### config.mk
export PLATFORM = sky130hd
export DESIGN_NAME = banco_reg_sb
export DESIGN_NICKNAME = d
export VERILOG_FILES = /design/src/rtl/banco_reg_sb.sv
export SDC_FILE = /design/constraint.sdc
export NUM_CORES = 2
export LEC_CHECK = 0
export ABC_AREA = 0
export CORE_MARGIN = 2
export CORE_UTILIZATION = 23
export DETAILED_ROUTE_END_ITERATION = 10
export GPL_TIMING_DRIVEN = 1
export REMOVE_ABC_BUFFERS = 1
export SKIP_LAST_GASP = 1
export SYNTH_ARGS = -nofsm -noshare
export SYNTH_HDL_FRONTEND = slang
export SYNTH_SLANG_ARGS = --single-unit
### constraint.sdc
create_clock -name clk -period 5.7 [get_ports clk]
set_input_delay 0.57 -clock clk [delete_from_list [all_inputs] [get_ports clk]]
set_output_delay 0.57 -clock clk [all_outputs]
set_load 0.01 [all_outputs]
### src/rtl/banco_reg_sb.sv
// banco_reg_sb: parametrised register bank with two combinational read ports,
// one clocked write port, optional zero register, optional write-to-read
// bypass and a per-register pending scoreboard with a live pending count.
module banco_reg_sb #(
    parameter int WIDTH    = 32,
    parameter int ADDR_W   = 5,
    parameter int ZERO_REG = 1,
    parameter int BYPASS   = 1
) (
    input  logic              clk,
    input  logic              rst_n,
    input  logic              RegWrite,
    input  logic [ADDR_W-1:0] sel,
    input  logic [WIDTH-1:0]  data,
    input  logic [ADDR_W-1:0] selA,
    input  logic [ADDR_W-1:0] selB,
    output logic [WIDTH-1:0]  ReadData1,
    output logic [WIDTH-1:0]  ReadData2,
    input  logic              Resv,
    input  logic [ADDR_W-1:0] ResvReg,
    input  logic              UseA,
    input  logic              UseB,
    output logic              Busy1,
    output logic              Busy2,
    output logic              Stall,
    output logic [ADDR_W:0]   PendCount
);

    localparam int DEPTH = 1 << ADDR_W;

    typedef logic [ADDR_W:0] cnt_t;

    logic [WIDTH-1:0] r_regs [DEPTH];
    logic [DEPTH-1:0] r_pend;
    cnt_t             r_count;

    logic             w_wr_ok;
    logic             w_resv_ok;
    logic             w_set;
    logic             w_clr;
    logic             w_hit_a;
    logic             w_hit_b;
    logic [DEPTH-1:0] w_pend_next;

    // Register 0 swallows writes and reservations when it is hard-wired.
    assign w_wr_ok   = RegWrite && !((ZERO_REG != 0) && (sel == '0));
    assign w_resv_ok = Resv && !((ZERO_REG != 0) && (ResvReg == '0));

    // A count change happens only on a real 0->1 or 1->0 transition; a write
    // to the register being re-reserved in the same cycle is not a clear.
    assign w_set = w_resv_ok && !r_pend[ResvReg];
    assign w_clr = w_wr_ok && r_pend[sel] && !(w_resv_ok && (ResvReg == sel));

    // Next pending vector: clear on writeback, then reservation overrides it.
    always_comb begin
        // NOTE: default assigned first so every path drives the vector and no latch is inferred.
        w_pend_next = r_pend;
        if (w_wr_ok) begin
            w_pend_next[sel] = 1'b0;
        end
        if (w_resv_ok) begin
            w_pend_next[ResvReg] = 1'b1;
        end
    end

    // Register array: clocked write port, whole array cleared on reset.
    always_ff @(posedge clk or negedge rst_n) begin
        if (!rst_n) begin
            // NOTE: the array is reset on purpose -- architected state must read 0 after reset.
            for (int i = 0; i < DEPTH; i++) begin
                r_regs[i] <= '0;
            end
        end else if (w_wr_ok) begin
            // NOTE: non-blocking so reads in this cycle still see pre-edge contents.
            r_regs[sel] <= data;
        end
    end

    // Scoreboard: pending bits and the incrementally maintained pending count.
    always_ff @(posedge clk or negedge rst_n) begin
        if (!rst_n) begin
            r_pend  <= '0;
            r_count <= '0;
        end else begin
            r_pend  <= w_pend_next;
            r_count <= r_count + cnt_t'(w_set) - cnt_t'(w_clr);
        end
    end

    assign w_hit_a = (BYPASS != 0) && w_wr_ok && (sel == selA);
    assign w_hit_b = (BYPASS != 0) && w_wr_ok && (sel == selB);

    // Read port 1: stored value, forced zero for register 0, bypass wins.
    always_comb begin
        ReadData1 = r_regs[selA];
        if ((ZERO_REG != 0) && (selA == '0)) begin
            ReadData1 = '0;
        end
        if (w_hit_a) begin
            ReadData1 = data;
        end
    end

    // Read port 2: same structure as port 1.
    always_comb begin
        ReadData2 = r_regs[selB];
        if ((ZERO_REG != 0) && (selB == '0)) begin
            ReadData2 = '0;
        end
        if (w_hit_b) begin
            ReadData2 = data;
        end
    end

    assign Busy1     = r_pend[selA] && !w_hit_a;
    assign Busy2     = r_pend[selB] && !w_hit_b;
    assign Stall     = (UseA && Busy1) || (UseB && Busy2);
    assign PendCount = r_count;

endmodule
==> out/qor.txt <==
Status: finished, final reports clean
Setup TNS: 0 ps
Final setup fails: 0
CP Launch Type: input pin
Synth Flop Type: dfrtp_1
Antenna violations before repair: 5
Die Y: 505.9 µm
Clock Skews: 6.728 ps
Die area: 255,900 µm²
GRT Resource Usage Total: 0.1432
Vias in the first global route: 38.36k
Cts repair resizes: 0
Final min period: 4776 ps
Max-slew headroom: 0.1591
Num CTS Buffers: 112
Sequential element share of the synthesized area: 0.4587
Max-cap violations: 0
GRT busiest layer: met2
Core ar.: 250,900 µm²
Post-synth cell types: 53
Die X: 505.9 µm
Root buffer cell: clkbuf_16
Met2 usage: 0.2244
Most frequent cells in the layout: dfrtp_1, mux2_2, mux4_2, mux2i_1, buf_4
Slew @ Worst Pin: 1257 ps
Pint: 0.01656 W
WP data required: 5130 ps
TritonCTS clock tree: built
Grt met3 use: 0.02935
WP data arrival: 4210 ps
Asr flop ratio synth: 1.000
Avg Vias per Cell: 5.084
Clock share of power: 0.339
Fillers: 25.52k
Layout cell share with drive strength beyond 1: 0.4801
Post-layout instance area: 67,080 µm²
Residual DRC: 0
Avg Cell Area, Syn: 14.71 µm²
Total Wirelength: 187,100 µm
Initial cell density of the core: 0.2309
Maximum vdd ir drop: 0.2670 mV
Largest area contributor in the netlist: dfrtp_1
CTS sink cnt: 1,062
First-pass GRT wire length: 274,700 µm
Clk buf depth: 3
Register share of total power: 0.438
#FFs+latches synth: 1,062
Pin count of the biggest net entering global routing: 159
Vias: 37.19k
EDFF count, synth: 0
Starting DRT DRC Count: 3,479
Switching part of the total: 0.2810
Slew Viols, Final: 0
Placed Area: 63,150 µm²
Critical Path Fanout Max: 36
Total power draw: 0.02304 W
DP Wirelength: 111,400 µm
Synthesized area: 57,940 µm²
Pwr/cell area: 343.4 nW/µm²
Row count: 184
Highest Clock Rate: 209.4 MHz
Hold Crit Class: flip-flop to flip-flop
H-tree levels: 3
Commonest non-fill, non-tap cell in the layout: dfrtp_1
GRT met1 Usage: 0.2035
Leakage: 27.47 nW
Top Ports: 131
Worst Setup Slack, final: 924.3 ps
Synth Warn #: 0
I/O Buffers: 130
Clk Latency, worst-skew pair: 750 ps
Logic pwr share: 0.222
CTS clk-pin slew, worst paths: 60 ps
Placement Setup Slack: 852.4 ps
Drt pass-1 iters: 5
Post-layout net count: 3,940
Placer Congestion: 0.8015
CP Capture Type: output pin
Hold Vio Cnt, Final: 0
Share of the synthesized area in the top cell type: 0.4587
Fin crit share: 0.8378
DR WL/cell: 25.58 µm
Switch Pwr: 0.006474 W
Post-route ant nets: 0
Reg2reg setup slack: 2270 ps
RSZ-0062 raised after global routing: false
P&R area growth vs syn: 15.78%
GRT Residual Overflow: 0
Largest cells by area after synthesis: dfrtp_1, mux4_2, mux2_2, mux2i_1, clkbuf_1
Post-Synthesis Cells: 3,939
Crit path kind: input pin to output pin
## per-layer routing
layer | vias up | part of all wire
li1 | 15130 | -
met1 | 20500 | 0.45
met2 | 1333 | 0.46
met3 | 227 | 0.070
met4 | 4 | 0.019
met5 | - | 0.00011
## flip-flops by register name (all words and copies together), names as in the netlist
signal     flops
PendCount      6
r_regs      1024
r_pend        32
## through the flow
stage,hold slack [ps],utilization,cells
2_1_floorplan,274.4,-,3482
3_3_place_gp,376.9,0.2516,7108
3_5_place_dp,382.0,0.2516,7108
4_1_cts,397.9,0.2673,7314
5_1_grt,409.3,0.2673,7314
6_report,397.3,0.2673,7315
## path summary, 6_finish.rpt
check,depth (start not counted),endpoint,startpoint
max,8,ReadData2[7],sel[1]
min,0,r_regs[1001]$_DFFE_PN0P_,r_regs[1001]$_DFFE_PN0P_
max reg2reg,12,PendCount[4]$_DFF_PN0_,r_pend[27]$_DFF_PN0_
min reg2reg,0,r_regs[1001]$_DFFE_PN0P_,r_regs[1001]$_DFFE_PN0P_
max in group asynchronous,3,r_regs[116]$_DFFE_PN0P_,rst_n
min in group asynchronous,2,r_regs[516]$_DFFE_PN0P_,rst_n
## power groups by stage
stage                     registers [W]  clock network [W]  logic, W
final                            0.0101            0.00781   0.00512
after detailed placement         0.0102                  0   0.00517
after CTS                        0.0101            0.00796   0.00520
after global placement           0.0101                  0   0.00509
after global routing             0.0103            0.00828   0.00551
after floorplan                 0.00982                  0   0.00343
## what timing repair did
item | CTS | global route
buffers inserted | 0 | 0
hold endpoints to repair | 57 | 0
hold buffers | 1 | 0
## critical path, stage by stage
cell and delay (ps):
clkdlybuf4s50_1 400, buf_4 220, or2_1 480, o41ai_4 700, nor3_2 120, buf_4 340
o211ai_1 660, clkdlybuf4s50_1 670
## Yosys cell counts, types with 2 or more instances
cell type     n
inv_1        13
and3_1        2
nor3b_1       4
buf_1        41
o21ai_0      69
a211o_1      25
a221oi_1     97
nor3_1        7
a22oi_1      33
xnor2_1      15
mux2i_1     199
a31o_2        7
mux2_2      996
nand4_1       3
a22o_1       11
o31ai_1       2
mux4_2      515
o21a_1        7
nor2b_1      11
nand3_1      68
o21bai_1     25
o211ai_1     39
nand2_1      89
ha_1          6
and2_1       26
nor4_1        2
dfrtp_1    1062
buf_4        15
buf_2       153
nand4b_1      6
nor2_1       24
nand2b_1     38
clkbuf_1    243
a21oi_1      36
buf_6         4
xor2_1        5
a31oi_1      25
## cell type report
type | count | area (µm²) | area share
Clock buffer | 158 | 3237 | 0.04825
Antenna cell | 1 | 2.502 | 0.00003730
Clock inverter | 47 | 685.7 | 0.01022
Tap cell | 3348 | 4189 | 0.06245
Timing Repair Buffer | 279 | 2771 | 0.04131
Multi-Input combinational cell | 2406 | 29560 | 0.4407
Inverter | 14 | 55.05 | 0.0008207
Sequential cell | 1062 | 26580 | 0.3962
## kinds of logic after synthesis
group | Yosys count | synth area share
DFF | 1062 | 0.4587
AOI/OAI and AO/OA | 385 | 0.04848
muxes | 1710 | 0.4282
and+or+nand+nor | 284 | 0.02464
buffers and inverters | 471 | 0.03533
xor gates and xnor gates | 20 | 0.003024
adders and majority gates | 7 | 0.001641
(Power assumes the default switching activity.)
